**src/rtl/ide_sector_loader.sv**
```systemverilog
// Sector-fill engine: streams bytes into the IDE data buffer, then
// programs iopos, iotarget and iocontrol so the host can read them.
//
// Ports:
//   clk, rst        clock, synchronous active-high reset
//   start           begin a transfer (sampled in IDLE only)
//   byte_count      bytes to load (even, 2..512)
//   ctrl_value      value written to iocontrol at the end
//   busy/done/err   status: not idle / completion pulse / bad count
//   s_data/s_valid  upstream byte stream, s_ready accepts a byte
//   cpu_*           AVR SRAM-style bus (passed through while idle)
//   ide_*           IDE register/buffer port
module ide_sector_loader #(
  parameter logic [9:0] BUF_BASE      = 10'h200,
  parameter logic [9:0] REG_IOCONTROL = 10'h002,
  parameter logic [9:0] REG_IOPOS     = 10'h003,
  parameter logic [9:0] REG_IOTARGET  = 10'h005
) (
  input  logic       clk,
  input  logic       rst,
  input  logic       start,
  input  logic [9:0] byte_count,
  input  logic [7:0] ctrl_value,
  output logic       busy,
  output logic       done,
  output logic       err,
  input  logic [7:0] s_data,
  input  logic       s_valid,
  output logic       s_ready,
  input  logic [9:0] cpu_a,
  input  logic [7:0] cpu_d_in,
  output logic [7:0] cpu_d_out,
  input  logic       cpu_cs,
  input  logic       cpu_oe,
  input  logic       cpu_we,
  output logic       cpu_wait,
  output logic [9:0] ide_a,
  output logic [7:0] ide_d_out,
  input  logic [7:0] ide_d_in,
  output logic       ide_cs,
  output logic       ide_oe,
  output logic       ide_we,
  input  logic       ide_wait
);

  typedef enum logic [2:0] {
    IDLE,
    LOAD,
    SET_POS,
    SET_TGT,
    SET_CTRL,
    DONE
  } state_t;

  state_t     state;
  logic [9:0] idx;
  logic [9:0] count;
  logic [7:0] ctrl;

  logic       count_ok;
  logic       take;
  logic       last;
  logic [7:0] tgt;

  assign count_ok = ~byte_count[0]
                  && (byte_count != 10'd0)
                  && (byte_count <= 10'd512);

  assign take = (state == LOAD) && s_valid && !ide_wait;
  assign last = (idx == count - 10'd1);

  // Word count minus one; 512 wraps 0-1 to 255 in 8 bits.
  assign tgt = count[8:1] - 8'd1;

  assign cpu_d_out = ide_d_in;

  always_ff @(posedge clk) begin
    if (rst) begin
      state <= IDLE;
      busy  <= 1'b0;
      done  <= 1'b0;
      err   <= 1'b0;
      idx   <= '0;
      count <= '0;
      ctrl  <= '0;
    end else begin
      done <= 1'b0;
      unique case (state)
        IDLE: begin
          if (start) begin
            count <= byte_count;
            ctrl  <= ctrl_value;
            idx   <= '0;
            err   <= !count_ok;
            if (count_ok) begin
              state <= LOAD;
              busy  <= 1'b1;
            end else begin
              done  <= 1'b1;
            end
          end
        end
        LOAD: begin
          if (take) begin
            if (last) state <= SET_POS;
            else      idx   <= idx + 10'd1;
          end
        end
        SET_POS: begin
          if (!ide_wait) state <= SET_TGT;
        end
        SET_TGT: begin
          if (!ide_wait) state <= SET_CTRL;
        end
        SET_CTRL: begin
          if (!ide_wait) begin
            state <= DONE;
            done  <= 1'b1;
          end
        end
        DONE: begin
          state <= IDLE;
          busy  <= 1'b0;
        end
        default: begin
          state <= IDLE;
          busy  <= 1'b0;
        end
      endcase
    end
  end

  always_comb begin
    ide_a     = cpu_a;
    ide_d_out = cpu_d_in;
    ide_cs    = 1'b0;
    ide_oe    = 1'b0;
    ide_we    = 1'b0;
    cpu_wait  = cpu_cs;
    s_ready   = 1'b0;
    unique case (state)
      IDLE: begin
        ide_cs   = cpu_cs;
        ide_oe   = cpu_oe;
        ide_we   = cpu_we;
        cpu_wait = ide_wait;
      end
      LOAD: begin
        s_ready   = ~ide_wait;
        ide_a     = BUF_BASE + idx;
        ide_d_out = s_data;
        ide_cs    = take;
        ide_we    = take;
      end
      SET_POS: begin
        ide_a     = REG_IOPOS;
        ide_d_out = 8'h00;
        ide_cs    = 1'b1;
        ide_we    = 1'b1;
      end
      SET_TGT: begin
        ide_a     = REG_IOTARGET;
        ide_d_out = tgt;
        ide_cs    = 1'b1;
        ide_we    = 1'b1;
      end
      SET_CTRL: begin
        ide_a     = REG_IOCONTROL;
        ide_d_out = ctrl;
        ide_cs    = 1'b1;
        ide_we    = 1'b1;
      end
      default: begin
      end
    endcase
  end

endmodule

```
**config.mk**
```make
export PLATFORM = sky130hd
export DESIGN_NAME = ide_sector_loader
export DESIGN_NICKNAME = d
export VERILOG_FILES = /design/src/rtl/ide_sector_loader.sv
export SDC_FILE = /design/constraint.sdc
export NUM_CORES = 1
export LEC_CHECK = 0
export BUFFER_PORTS_ARGS = -buffer_cell sky130_fd_sc_hd__buf_2
export CAP_MARGIN = 20
export CORE_MARGIN = 1
export CORE_UTILIZATION = 47
export CTS_BUF_LIST = sky130_fd_sc_hd__clkbuf_4 sky130_fd_sc_hd__clkbuf_8
export DETAILED_ROUTE_END_ITERATION = 8
export GPL_TIMING_DRIVEN = 0
export HOLD_SLACK_MARGIN = 0.06
export PLACE_DENSITY = 0.89
export SLEW_MARGIN = 20
export SYNTH_ARGS = -nofsm -noshare
export SYNTH_HDL_FRONTEND = slang
export SYNTH_SLANG_ARGS = --single-unit
```
**constraint.sdc**
```tcl
create_clock -name clk -period 2.37 [get_ports clk]
set_input_delay 0.237 -clock clk [delete_from_list [all_inputs] [get_ports clk]]
set_output_delay 0.237 -clock clk [all_outputs]
set_load 0.03 [all_outputs]
```
Word-level counts from Yosys, hierarchy flattened --
Index checks and enable logic that the tools add are counted.
Operators by class: add/subtract/negate cells 4, multipliers 0, div/mod/pow operators 0, $lt $le $gt $ge 1, eq/ne operators 13, shifts and indexed selects 0, mux-type cells 26, bitwise gates (word level) 3, reduce and logical (&&, ||, !) cells 15
Operators by type and width (number):
- $pmux 10 s4 | 1
- $pmux 8 s4 | 1
- $mux 10 | 3
- $mux 3 | 7
- $pmux 10 s2 | 1
- $ne 2x2->1 const B | 8
- $pmux 3 s5 | 1
- $add 10x1->10 const B | 1
- $add 10x10->10 const A | 1
- $eq 10x10->1 | 1
- $le 10x10->1 const B | 1
- $reduce_bool 10->1 | 1
- $sub 10x1->10 const B | 1
- $mux 1 | 8
- $sub 8x1->8 const B | 1
- $reduce_and 7->1 | 1
- $eq 3x2->1 const B | 2
- $pmux 1 s3 | 2
- $logic_and 1x1->1 | 4
- $pmux 1 s2 | 2
- $reduce_and 4->1 | 1
- $reduce_or 4->1 | 1
- $eq 3x1->1 const B | 1
- $eq 3x3->1 const B | 1
- 7 further kinds | 10
Word-level totals: register bits 34, latch bits 0, memory bits (writable) 0, bits in read-only memories 0, input port bits 60, output and inout port bits 34, word-level logic and storage cells 69, memories 0

Depth between registers and ports, before layout --
Gate-level depths: netlist (run 1).
depth in word-level cells 6, gate-level depth with buffers 9, mapped depth without buffers 9

Least setup slack after synthesis (run 1) --
OpenSTA, ideal clock, no wires.
kind register to register, start register count[2], end register idx[5], library setup time 72 ps, data arrival time 2475 ps, required time 2298 ps, path slack -177 ps, stages on the path, launching flop included 10, path buffers 0, period minus slack after synthesis 2547 ps, cells stage by stage dfxtp_1 > inv_1 > ha_1 > a21boi_2 > and3_1 > a211o_1 > a32oi_2 > o31ai_2 > a2111oi_2 > mux2i_1
Between the ends: cells in the longest elaborated chain, start to end 4
RTL lines:
- start, declared | line 57 | logic [9:0] count;
- start signal, assigned | line 91 | count <= byte_count;
- $sub 10x1->10 | line 70 | assign last = (idx == count - 10'd1);
- $eq 10x10->1 | line 70
- $ne 2x2->1 (no source line)
- $reduce_and 4->1 (no source line)
- end signal, assigned | line 106 | else idx <= idx + 10'd1;
- end, declared | line 56 | logic [9:0] idx;
Every way passes these cells. A chain may end at the register's enable or synchronous reset.

Final worst setup path (run 1) --
start register count[1], end register idx[5]
Same word-level chain as after synthesis.

==> results of run 1 <==
-- flip-flops by register name, indices dropped and copies added (netlist names) --
name,count
ctrl,8
count,10
done,1
state,3
idx,10
err,1
busy,1
-- through the flow --
stage / cell area (um^2) / hold slack [ns] / utilization, % / setup WS (ns)
after floorplan: 2710 / 0.365 / - / 0.00442
after CTS: 3440 / 0.181 / 62.5 / -0.0412
after global routing: 3640 / 0.197 / 66.1 / -0.268
after global placement: 3230 / 0.443 / 58.6 / -0.175
after detailed placement: 3230 / 0.454 / 58.6 / -0.259
final: 3640 / 0.176 / 66.1 / -0.143
-- layer usage --
metal	vias to the layer above	track usage [%]
met5	-	0
met4	0	10.0
met3	51	4.94
met2	242	47.6
met1	1540	33.8
li1	1543	-
-- final cells by class --
cell class / count / share of cell area [%]
repair buffers: 103 / 15.8
plain buffers: 28 / 4.26
flip-flops and latches: 34 / 19.0
inverters: 11 / 1.34
clock buffers: 6 / 2.27
multi-input cells: 301 / 54.8
well taps: 72 / 2.48
-- worst paths after layout --
| path | endpoint | slack (ns) | cells past startpoint |
|---|---|---|---|
| worst max-delay path | idx[5]$_SDFFE_PP0P_ | -0.14 | 11 |
| worst min-delay path | ctrl[1]$_SDFFE_PP0P_ | 0.18 | 3 |
| worst max register to register | idx[5]$_SDFFE_PP0P_ | -0.14 | 11 |
| worst min register to register | ctrl[5]$_SDFFE_PP0P_ | 0.46 | 2 |
-- kinds of logic after synthesis --
family | count (synthesis) | share of synthesized area, %
and+or+nand+nor | 164 | 28.7
AOI/OAI and AO/OA | 98 | 24.4
buffers and inverters | 41 | 7.19
DFF | 34 | 25.4
muxes | 21 | 7.89
xor gates and xnor gates | 14 | 4.57
adders and majority gates | 4 | 1.87
-- repair_timing --
item | in CTS | in global routing
endpoints found under the hold margin | 0 | 0
gates resized for setup | 24 | 23
pin swaps | 7 | 15
setup buffers | 6 | 13
endpoints found under the setup margin | 30 | 23
hold buffers | 0 | 0
-- placed cells by master, fill, tap and decap left out, types with 4 or more instances in the layout --
| cell type | n |
|---|---|
| sky130_fd_sc_hd__buf_2 | 88 |
| sky130_fd_sc_hd__nand2_1 | 85 |
| sky130_fd_sc_hd__dfxtp_1 | 31 |
| sky130_fd_sc_hd__a21oi_1 | 26 |
| sky130_fd_sc_hd__buf_4 | 26 |
| sky130_fd_sc_hd__nor2_1 | 22 |
| sky130_fd_sc_hd__o21ai_0 | 22 |
| sky130_fd_sc_hd__mux2i_1 | 20 |
| sky130_fd_sc_hd__clkbuf_1 | 10 |
| sky130_fd_sc_hd__nand3_1 | 9 |
| sky130_fd_sc_hd__or3_1 | 8 |
| sky130_fd_sc_hd__xnor2_1 | 7 |
| sky130_fd_sc_hd__inv_1 | 7 |
| sky130_fd_sc_hd__xor2_1 | 6 |
| sky130_fd_sc_hd__nand2b_1 | 6 |
| sky130_fd_sc_hd__nor4_1 | 6 |
| sky130_fd_sc_hd__clkbuf_8 | 6 |
| sky130_fd_sc_hd__o22ai_1 | 5 |
| sky130_fd_sc_hd__a31oi_1 | 5 |
| sky130_fd_sc_hd__nor3_1 | 4 |
-- critical path, cell delays in order, from the launching register on --
cell	delay [ns]
sky130_fd_sc_hd__dfxtp_4	0.36
sky130_fd_sc_hd__inv_6	0.09
sky130_fd_sc_hd__ha_4	0.14
sky130_fd_sc_hd__a21boi_4	0.21
sky130_fd_sc_hd__buf_4	0.17
sky130_fd_sc_hd__mux2i_1	0.26
sky130_fd_sc_hd__o22ai_2	0.13
sky130_fd_sc_hd__o21ai_2	0.26
sky130_fd_sc_hd__o31ai_4	0.14
sky130_fd_sc_hd__buf_4	0.17
sky130_fd_sc_hd__a2111oi_4	0.29
sky130_fd_sc_hd__mux2i_1	0.22
-- power by group --
part,switching [mW],total (mW),internal [mW]
Combinational,0.350,0.584,0.234
Sequential,0.0232,0.618,0.594
Clock,0.205,0.429,0.224
==> insert_results.sql, run 1 <==
INSERT INTO impl_metrics (metric_group, metric, value, unit) VALUES
('logic_synthesis', 'async_flop_share', '0', '%'),
('logic_synthesis', 'seq_area_frac_synth', '25.4', '%'),
('sta', 'finalWorstPathRequiredPeriod', '2.51', 'ns'),
('logic_synthesis', 'post_synth_num_cell_types', '62', ''),
('logic_synthesis', 'yosysWarningCount', '0', ''),
('route', 'm1WireLength', '3580', 'um'),
('placement', 'dpl.cell_count', '533', ''),
('placement', 'gp_congestion', '0.929', ''),
('clock_network', 'clock_tree_from_tritoncts', 'done', ''),
('sta', 'worst_pin_slew', '0.585', 'ns'),
('placement', 'dp_hpwl', '5990', 'um'),
('pwr', 'leakage_power_total', '1.48', 'nW'),
('setup_path', 'timing.critical_path.to_type', 'flip-flop', ''),
('placement', 'numPortBuffers', '85', ''),
('route', 'dr_wl_met3', '866', 'um'),
('layout', 'layout-area-overhead-vs-synth', '35.7', '%'),
('logic_synthesis', 'synthesis.area', '2680', 'um^2'),
('job', 'maxCapViolCount', '0', ''),
('grt', 'grt-ovfl-total', '0', ''),
('route', 'drc_errors', '0', ''),
('setup_path', 'start_to_end_type_of_the_worst_setup_path', 'reg2reg', ''),
('clock_network', 'cts_root_buf', 'sky130_fd_sc_hd__clkbuf_8', ''),
('floorplan', 'placement_rows', '27', ''),
('sta', 'max_slew_violation_count', '0', ''),
('layout', 'fill_cells', '437', ''),
('clock_network', 'number_of_buffers_created_by_cts', '5', ''),
('route', 'drt-wirelength-per-cell', '16.7', 'um'),
('layout', 'final_layout_size_suffix_gt1_share', '33.5', '%'),
('sta', 'setup_ws', '-0.143', 'ns'),
('route', 'met2_wirelength', '4490', 'um'),
('clock_network', 'clock_path_buffers', '2', ''),
('logic_synthesis', 'synth_edf_count', '0', ''),
('sta', 'setup_violations', '7', ''),
('route', 'wirelength', '9290', 'um'),
('pwr', 'final_power', '1.63', 'mW'),
('sta', 'fin_skew', '0.00672', 'ns'),
('clock_network', 'clk_pin_slew_worst_paths', '0.07', 'ns'),
('grt', 'grt_pass1_wl', '13400', 'um'),
('layout', 'multi_input_comb_area', '1990', 'um^2'),
('layout', 'antenna_cells', '0', ''),
('clock_network', 'cts_htree_levels', '2', ''),
('logic_synthesis', 'post_synth_most_frequent_cells', 'sky130_fd_sc_hd__nand2_1, sky130_fd_sc_hd__dfxtp_1, sky130_fd_sc_hd__a21oi_1, sky130_fd_sc_hd__nor2_1, sky130_fd_sc_hd__o21ai_0', ''),
('sta', 'rsz0062_at_grt', 'true', ''),
('logic_synthesis', 'syn-num-nets', '440', ''),
('run_status', 'failed_checks', 'setup timing', ''),
('setup_path', 'critPathArrivalTime', '2.74', 'ns'),
('floorplan', 'die-area', '6010', 'um^2'),
('grt', 'first_global_vias', '2917', ''),
('pwr', 'vdd.ir_drop.worst', '0.333', 'mV'),
('floorplan', 'die_width', '77.5', 'um'),
('sta', 'timing.final.hold_violations', '0', ''),
('sta', 'min_period_over_period', '106', '%'),
('layout', 'final-seq-area', '692', 'um^2'),
('floorplan', 'fp.dieH', '77.5', 'um'),
('logic_synthesis', 'synthMostInstantiatedCell', 'sky130_fd_sc_hd__nand2_1', ''),
('setup_path', 'crit_start', 'count[1]$_SDFFE_PP0P_', ''),
('logic_synthesis', 'synth.top_cell.area_share', '25.4', '%'),
('floorplan', 'top_level_ports', '94', ''),
('route', 'ant_nets', '0', ''),
('grt', 'gr-usage-all-layers', '27.5', '%'),
('sta', 'achievable-frequency', '398', 'MHz'),
('clock_network', 'clock_insertion_delay_worst_skew', '0.29', 'ns'),
('route', 'first_iter_violations', '380', ''),
('min_path', 'hold_path.startpoint', 'ctrl_value[1]', ''),
('route', 'route.vias.total', '3376', ''),
('sta', 'setup_tns', '-0.543', 'ns'),
('sta', 'slew_headroom', '60.8', '%'),
('route', 'route.detailed.vias_per_inst', '6.08', ''),
('min_path', 'worst_hold_path_class', 'in2reg', ''),
('route', 'top_layer_used', 'met4', ''),
('run_status', 'outcome', 'finished with violations', '');
Power figures use the tool's default switching activity.
==> inputs of run 2 (changes only) <==
--- a/config.mk
+++ b/config.mk
@@ -5,15 +5,16 @@
 export SDC_FILE = /design/constraint.sdc
 export NUM_CORES = 1
 export LEC_CHECK = 0
+export ABC_AREA = 1
 export BUFFER_PORTS_ARGS = -buffer_cell sky130_fd_sc_hd__buf_2
 export CAP_MARGIN = 20
 export CORE_MARGIN = 1
-export CORE_UTILIZATION = 47
+export CORE_UTILIZATION = 46
 export CTS_BUF_LIST = sky130_fd_sc_hd__clkbuf_4 sky130_fd_sc_hd__clkbuf_8
 export DETAILED_ROUTE_END_ITERATION = 8
 export GPL_TIMING_DRIVEN = 0
 export HOLD_SLACK_MARGIN = 0.06
-export PLACE_DENSITY = 0.89
+export PLACE_DENSITY = 0.88
 export SLEW_MARGIN = 20
 export SYNTH_ARGS = -nofsm -noshare
 export SYNTH_HDL_FRONTEND = slang
==> run 2 against run 1 <==
Net effect:
- the run now ends clean
- register-to-register slack better by 0.38 ns
- highest routed layer unchanged
- final area decreased by 13%
- largest power group is now combinational cells
- sequential share of layout area grew 2.6 points
==> insert_results.sql, run 2 <==
INSERT INTO impl_metrics (metric_group, metric, value, unit) VALUES
('grt', 'grt_pass1_wl', '11200', 'um'),
('sta', 'achievable-frequency', '446', 'MHz'),
('logic_synthesis', 'flop_and_latch_count_out_of_synthesis', '34', ''),
('setup_path', 'worst-r2r-setup-slack', '0.24', 'ns'),
('clock_network', 'clock_tree_from_tritoncts', 'done', ''),
('layout', 'largestRegisters', 'count: 10 flops, idx: 10 flops, ctrl: 8 flops', ''),
('clock_network', 'clock_insertion_delay_worst_skew', '0.29', 'ns'),
('floorplan', 'placement_rows', '26', ''),
('run_status', 'outcome', 'finished clean', ''),
('clock_network', 'sink_count', '34', ''),
('placement', 'numPortBuffers', '85', ''),
('route', 'wirelength', '7050', 'um'),
('grt', 'first_global_vias', '2568', ''),
('setup_path', 'worst_setup_path_start_kind', 'flip-flop', ''),
('job', 'maxCapViolCount', '0', ''),
('sta', 'rsz0062_at_grt', 'false', ''),
('floorplan', 'top_level_ports', '94', ''),
('grt', 'gr-usage-all-layers', '25.7', '%'),
('route', 'drc_errors', '0', ''),
('logic_synthesis', 'yosys.area.top_type', 'sky130_fd_sc_hd__dfxtp_1', ''),
('route', 'route.detailed.vias_per_inst', '5.22', ''),
('setup_path', 'timing.critical_path.fanout_max', '7', ''),
('grt', 'groute.layer.met2.usage', '44.1', '%'),
('floorplan', 'starting_density_of_the_core', '48.4', '%'),
('grt', 'grt_max_degree', '12', ''),
('clock_network', 'cts_htree_levels', '2', ''),
('pwr', 'pwr_density_cell', '1240', 'nW/um^2'),
('layout', 'nNetsFinal', '561', ''),
('logic_synthesis', 'post_synth_num_cell_types', '35', ''),
('route', 'ant_nets', '0', ''),
('sta', 'setup_violations', '0', ''),
('clock_network', 'clock_path_buffers', '2', ''),
('floorplan', 'die_width', '75.8', 'um'),
('logic_synthesis', 'syn-num-nets', '468', ''),
('layout', 'antenna_cells', '0', ''),
('logic_synthesis', 'yosysWarningCount', '0', ''),
('sta', 'setup_tns', '0', 'ns'),
('grt', 'grt.busiest_layer', 'met2', ''),
('layout', 'most_common_cell_after_layout_fill_and_taps_aside', 'sky130_fd_sc_hd__nand2_1', ''),
('placement', 'dpl.cell_count', '559', ''),
('floorplan', 'core_ar', '5170', 'um^2'),
('route', 'drt-wirelength-per-cell', '12.4', 'um'),
('placement', 'dp_hpwl', '5510', 'um'),
('setup_path', 'start_to_end_type_of_the_worst_setup_path', 'reg2out', ''),
('clock_network', 'clk_pin_slew_worst_paths', '0.07', 'ns'),
('logic_synthesis', 'syn-mean-instance-area', '6.20', 'um^2'),
('logic_synthesis', 'synthTopCellsByArea', 'sky130_fd_sc_hd__dfxtp_1, sky130_fd_sc_hd__nand2_1, sky130_fd_sc_hd__a21oi_1', ''),
('grt', 'antenna_found_initial', '0', ''),
('floorplan', 'die-area', '5740', 'um^2'),
('clock_network', 'cts_root_buf', 'sky130_fd_sc_hd__clkbuf_8', ''),
('logic_synthesis', 'syn-instance-count', '404', ''),
('logic_synthesis', 'post_synth_most_frequent_cells', 'sky130_fd_sc_hd__nand2_1, sky130_fd_sc_hd__inv_1, sky130_fd_sc_hd__nor2_1, sky130_fd_sc_hd__a21oi_1, sky130_fd_sc_hd__dfxtp_1', ''),
('pwr', 'leakage_power_total', '1.53', 'nW'),
('logic_synthesis', 'seq_area_frac_synth', '27.2', '%'),
('setup_path', 'timing.critical_path.to_type', 'output port', ''),
('logic_synthesis', 'async_flop_share', '0', '%'),
('layout', 'mostFrequentLayoutCells', 'sky130_fd_sc_hd__nand2_1, sky130_fd_sc_hd__buf_2, sky130_fd_sc_hd__inv_1', ''),
('logic_synthesis', 'synthMostInstantiatedCell', 'sky130_fd_sc_hd__nand2_1', ''),
('grt', 'global_route.usage.met3', '4.37', '%'),
('sta', 'hold-worst-slack', '0.159', 'ns'),
('grt', 'grt-ovfl-total', '0', ''),
('logic_synthesis', 'synth.top_cell.area_share', '27.2', '%'),
('sta', 'slew_headroom', '66.0', '%'),
('layout', 'instances_no_fill', '568', ''),
('sta', 'fin_skew', '0.00323', 'ns'),
('grt', 'groute.layer.met1.usage', '32.4', '%'),
('sta', 'timing.final.hold_violations', '0', ''),
('placement', 'gp_congestion', '0.874', ''),
('pwr', 'final_power', '3.91', 'mW'),
('sta', 'max_slew_violation_count', '0', ''),
('floorplan', 'fp.dieH', '75.8', 'um'),
('logic_synthesis', 'dominantRegCellSynth', 'sky130_fd_sc_hd__dfxtp_1', ''),
('sta', 'min_period_over_period', '94.7', '%'),
('logic_synthesis', 'synthesis.area', '2500', 'um^2'),
('min_path', 'worst_hold_path_class', 'in2reg', ''),
('logic_synthesis', 'synth_edf_count', '0', ''),
('layout', 'layout-area-overhead-vs-synth', '26.2', '%'),
('layout', 'fill_cells', '475', ''),
('route', 'route.vias.total', '2965', ''),
('pwr', 'vdd.ir_drop.worst', '0.738', 'mV'),
('sta', 'finalWorstPathRequiredPeriod', '2.24', 'ns'),
('setup_path', 'critPathArrivalTime', '2.01', 'ns'),
('layout', 'final_layout_size_suffix_gt1_share', '27.3', '%'),
('sta', 'worst_pin_slew', '0.510', 'ns'),
('clock_network', 'number_of_buffers_created_by_cts', '5', ''),
('setup_path', 'worstPathRequired', '2.13', 'ns'),
('route', 'first_iter_violations', '215', ''),
('route', 'first_pass_iters', '4', '');
-- run 2: changes by cell type after synthesis, sizes merged, moves of 7 or more --
cell,before,now
nor4,8,1
mux2i,20,0
or3,8,0
nand2,86,116
inv,9,52
nand3,9,26
nor2,23,50
clkbuf,16,6
a21oi,29,38
-- run 2: cells by family (layout without fill, tap and decap cells) --
logic type / Yosys count / count (layout) / synth area share, %
AO/OA/AOI/OAI: 84 / 84 / 19.5
flip-flops: 34 / 34 / 27.2
XOR/XNOR: 11 / 11 / 4.45
adder cells (fa/ha/maj): 4 / 4 / 2.00
AND/OR/NAND/NOR: 199 / 199 / 34.3
buffers and inverters: 72 / 166 / 12.6
-- run 2: per-stage QoR --
step	worst slack, ns	utilization, %	instance area, um^2
floorplan	0.441	-	2500
global placement	0.180	58.3	3020
detailed placement	0.131	58.3	3020
CTS	0.0504	60.6	3140
global route	0.0289	61.1	3160
finish	0.125	61.1	3160
-- run 2: critical path, stage by stage, from the launching register on --
cell	delay, ns
sky130_fd_sc_hd__dfxtp_2	0.36
sky130_fd_sc_hd__nor2_1	0.13
sky130_fd_sc_hd__inv_2	0.08
sky130_fd_sc_hd__nor2_1	0.23
sky130_fd_sc_hd__nor2_1	0.10
sky130_fd_sc_hd__inv_1	0.14
sky130_fd_sc_hd__nor2_4	0.07
sky130_fd_sc_hd__buf_12	0.13
sky130_fd_sc_hd__a221o_1	0.28
sky130_fd_sc_hd__buf_2	0.18
-- run 2: metal layers --
| layer | part of all wire, % | wire length [um] |
|---|---|---|
| met3 | 6.6 | 465 |
| met1 | 42 | 2980 |
| met5 | 0 | 0 |
| met2 | 49 | 3470 |
| met4 | 1.9 | 131 |
-- run 2: final timing paths --
check                             start                    to  depth (start not counted)
setup / recovery  state[1]$_SDFFE_PP0P_          ide_d_out[0]                          9
hold reg to reg    ctrl[4]$_SDFFE_PP0P_  ctrl[4]$_SDFFE_PP0P_                          2
setup reg to reg  count[1]$_SDFFE_PP0P_   idx[1]$_SDFFE_PP0P_                         15
hold / removal                      rst   idx[3]$_SDFFE_PP0P_                          2
-- run 2: power by group --
group	internal, mW	switching, mW	total [mW]
Combinational	0.832	1.70	2.53
Sequential	0.720	0.134	0.854
Clock	0.309	0.222	0.531
-- run 2: area by class of cell --
| type | count | area, um^2 | area share (%) |
|---|---|---|---|
| plain buffers | 20 | 126 | 4.00 |
| well taps | 70 | 87.6 | 2.77 |
| multi-input cells | 298 | 1520 | 47.9 |
| inverters | 52 | 195 | 6.17 |
| clock buffers | 5 | 68.8 | 2.18 |
| clock inverters | 3 | 40.0 | 1.27 |
| flip-flops and latches | 34 | 683 | 21.6 |
| repair buffers | 86 | 445 | 14.1 |
-- run 2: repair_timing --
item	CTS	global route
hold buffers	0	0
resized for setup	3	3
pin swaps	0	1
gates cloned	0	0
endpoints found under the setup margin	11	11
setup buffers	0	1
==> inputs of run 3 (changes only) <==
--- a/config.mk
+++ b/config.mk
@@ -14,7 +14,8 @@
 export DETAILED_ROUTE_END_ITERATION = 8
 export GPL_TIMING_DRIVEN = 0
 export HOLD_SLACK_MARGIN = 0.06
-export PLACE_DENSITY = 0.88
+export PLACE_DENSITY = 0.89
+export SKIP_LAST_GASP = 1
 export SLEW_MARGIN = 20
 export SYNTH_ARGS = -nofsm -noshare
 export SYNTH_HDL_FRONTEND = slang
==> run 3 against run 2 <==
Net effect:
- register-to-register slack lost 0.07 ns
- clock skew grew 0.0032 ns
- combinational power is essentially flat
- clock power grew 0.8%
- cell count is the same
- global-route usage is essentially flat
- via count shrank 0.74%
- non-clock buffer count is the same
- routed wire length grew 2.8%
==> insert_results.sql, run 3 (synthesis results as in run 2) <==
INSERT INTO impl_metrics (metric_group, metric, value, unit) VALUES
('sta', 'hold-worst-slack', '0.171', 'ns'),
('grt', 'grt-ovfl-total', '0', ''),
('sta', 'slew_headroom', '66.4', '%'),
('setup_path', 'reg2reg_depth', '14', ''),
('layout', 'most_common_cell_after_layout_fill_and_taps_aside', 'sky130_fd_sc_hd__nand2_1', ''),
('pwr', 'seqPwrFrac', '21.8', '%'),
('setup_path', 'worst_setup_path_start_kind', 'flip-flop', ''),
('setup_path', 'crit-reg2reg-capture', 'idx[0]$_SDFFE_PP0P_', ''),
('setup_path', 'regToRegStartpoint', 'count[1]$_SDFFE_PP0P_', ''),
('pwr', 'p_comb_share', '64.5', '%'),
('floorplan', 'starting_density_of_the_core', '48.4', '%'),
('grt', 'gr-usage-all-layers', '25.7', '%'),
('pwr', 'vdd.ir_drop.worst', '0.939', 'mV'),
('sta', 'setup_ws', '0.121', 'ns'),
('clock_network', 'cts_root_buf', 'sky130_fd_sc_hd__clkbuf_8', ''),
('floorplan', 'fp.dieH', '75.8', 'um'),
('setup_path', 'critPathSlowestCell', 'sky130_fd_sc_hd__dfxtp_1', ''),
('layout', 'largestRegisters', 'count: 10 flops, idx: 10 flops, ctrl: 8 flops', ''),
('setup_path', 'critPathArrivalTime', '2.01', 'ns'),
('pwr', 'pwr_density_cell', '1240', 'nW/um^2'),
('clock_network', 'clock_path_buffers', '2', ''),
('route', 'first_iter_violations', '266', ''),
('sta', 'timing.final.hold_violations', '0', ''),
('layout', 'antenna_cells', '0', ''),
('sta', 'setup_violations', '0', ''),
('placement', 'dpl.cell_count', '559', ''),
('layout', 'design_area', '3150', 'um^2'),
('grt', 'antenna_found_initial', '0', ''),
('pwr', 'leakage_power_total', '1.53', 'nW'),
('pwr', 'clkPwrFrac', '13.7', '%'),
('placement', 'dp_hpwl', '5640', 'um'),
('floorplan', 'core_ar', '5170', 'um^2'),
('pwr', 'p_int', '1.83', 'mW'),
('grt', 'grt_max_degree', '12', ''),
('sta', 'rsz0062_at_grt', 'false', ''),
('layout', 'nNetsFinal', '561', ''),
('placement', 'post_dp_cell_area', '3020', 'um^2'),
('route', 'wirelength', '7250', 'um'),
('floorplan', 'die-area', '5740', 'um^2'),
('route', 'ant_nets', '0', ''),
('clock_network', 'clock_tree_from_tritoncts', 'done', ''),
('placement', 'placement.setup.worst_slack', '0.136', 'ns'),
('setup_path', 'worst-r2r-setup-slack', '0.17', 'ns'),
('clock_network', 'clock_insertion_delay_worst_skew', '0.29', 'ns'),
('pwr', 'final_power', '3.90', 'mW'),
('route', 'route.vias.total', '2943', ''),
('sta', 'min_period_over_period', '94.9', '%'),
('clock_network', 'number_of_buffers_created_by_cts', '5', ''),
('pwr', 'swShare', '53.0', '%'),
('setup_path', 'timing.critical_path.to_type', 'output port', ''),
('setup_path', 'timing.critical_path.fanout_max', '10', ''),
('pwr', 'switching_power', '2.07', 'mW'),
('grt', 'grt_pass1_wl', '11100', 'um'),
('run_status', 'outcome', 'finished clean', ''),
('floorplan', 'placement_rows', '26', ''),
('clock_network', 'clk_pin_slew_worst_paths', '0.07', 'ns'),
('layout', 'layout-area-overhead-vs-synth', '25.7', '%'),
('layout', 'instances_no_fill', '568', ''),
('setup_path', 'start_to_end_type_of_the_worst_setup_path', 'reg2out', ''),
('route', 'drc_errors', '0', ''),
('placement', 'gp_congestion', '0.894', ''),
('placement', 'numPortBuffers', '85', ''),
('setup_path', 'crit_path_cell_trace', 'inv_1 > nor2_2 > inv_2 > nor2_8 > clkbuf_4 > nor2_4 > buf_4 > a221o_1 > buf_2', ''),
('sta', 'setup_tns', '0', 'ns'),
('sta', 'worst_pin_slew', '0.504', 'ns'),
('job', 'maxCapViolCount', '0', ''),
('min_path', 'worst_hold_path_class', 'in2reg', ''),
('route', 'first_pass_iters', '5', ''),
('layout', 'final_core_util', '60.9', '%'),
('setup_path', 'crit_start', 'state[0]$_SDFFE_PP0P_', ''),
('clock_network', 'sink_count', '34', ''),
('setup_path', 'cpPeakStageDelay', '0.37', 'ns'),
('layout', 'mostFrequentLayoutCells', 'sky130_fd_sc_hd__nand2_1, sky130_fd_sc_hd__buf_2, sky130_fd_sc_hd__inv_1', ''),
('sta', 'max_slew_violation_count', '0', ''),
('floorplan', 'top_level_ports', '94', ''),
('setup_path', 'setup.worst_path.end', 'ide_d_out[0]', ''),
('grt', 'first_global_vias', '2468', ''),
('clock_network', 'cts_htree_levels', '2', ''),
('floorplan', 'die_width', '75.8', 'um'),
('sta', 'achievable-frequency', '445', 'MHz'),
('setup_path', 'worstPathRequired', '2.13', 'ns'),
('route', 'drt-wirelength-per-cell', '12.8', 'um'),
('layout', 'final_layout_size_suffix_gt1_share', '27.3', '%'),
('route', 'route.detailed.vias_per_inst', '5.18', ''),
('sta', 'fin_skew', '0.00640', 'ns'),
('sta', 'finalWorstPathRequiredPeriod', '2.25', 'ns');
[run 3: cell counts in the layout (fill, tap and decap cells not counted)]
Identical to the previous run, type by type.
[run 3: final cells by class]
| class | count | area, um^2 |
|---|---|---|
| Buffer | 20 | 126 |
| Clock inverter | 3 | 40.0 |
| Timing Repair Buffer | 86 | 433 |
| Tap cell | 70 | 87.6 |
| Sequential cell | 34 | 683 |
| Multi-Input combinational cell | 298 | 1520 |
| Clock buffer | 5 | 68.8 |
| Inverter | 52 | 195 |
| Fill cell | 466 | 2020 |
[run 3: power by group through the flow]
| stage | Sequential (mW) | Clock [mW] | Combinational, mW |
|---|---|---|---|
| 4_1_cts | 0.844 | 0.530 | 2.47 |
| 3_3_place_gp | 0.849 | 0 | 2.36 |
| 3_5_place_dp | 0.857 | 0 | 2.43 |
| 5_1_grt | 0.867 | 0.568 | 2.76 |
| 6_report | 0.849 | 0.535 | 2.52 |
| 2_1_floorplan | 0.849 | 0 | 1.83 |
[run 3: worst min-delay path by stage]
stage / start / to / slack (ns) / depth (start not counted)
after global routing: rst / idx[2]$_SDFFE_PP0P_ / 0.16 / 2
after detailed placement: ctrl[5]$_SDFFE_PP0P_ / ctrl[5]$_SDFFE_PP0P_ / 0.45 / 2
after global placement: ctrl[4]$_SDFFE_PP0P_ / ctrl[4]$_SDFFE_PP0P_ / 0.44 / 2
final: rst / idx[2]$_SDFFE_PP0P_ / 0.17 / 2
after floorplan: rst / idx[2]$_SDFFE_PP0P_ / 0.31 / 1
after CTS: rst / idx[2]$_SDFFE_PP0P_ / 0.16 / 2
[run 3: what timing repair did]
| item | 4_1_cts | 5_1_grt |
|---|---|---|
| gates resized for setup | 2 | 4 |
| endpoints found under the setup margin | 11 | 12 |
| setup buffers | 0 | 1 |
| hold buffers | 0 | 0 |
| pin swaps | 0 | 1 |
[run 3: metal layers]
layer  up-vias  global-route usage (%)  part of all wire, %
met5         -                       0                    0
met1      1332                    32.3                   42
li1       1481                       -                    -
met4         0                    6.58                  1.2
met2       118                    45.6                   50
met3        12                    4.10                  7.0
[run 3: worst max-delay path, delay by kind of cell (launching register included)]
family                 cells  cell delay, ns
buffers and inverters      5            0.77
flip-flops                 1            0.37
AND/OR/NAND/NOR            3            0.31
AO/OA/AOI/OAI              1            0.28
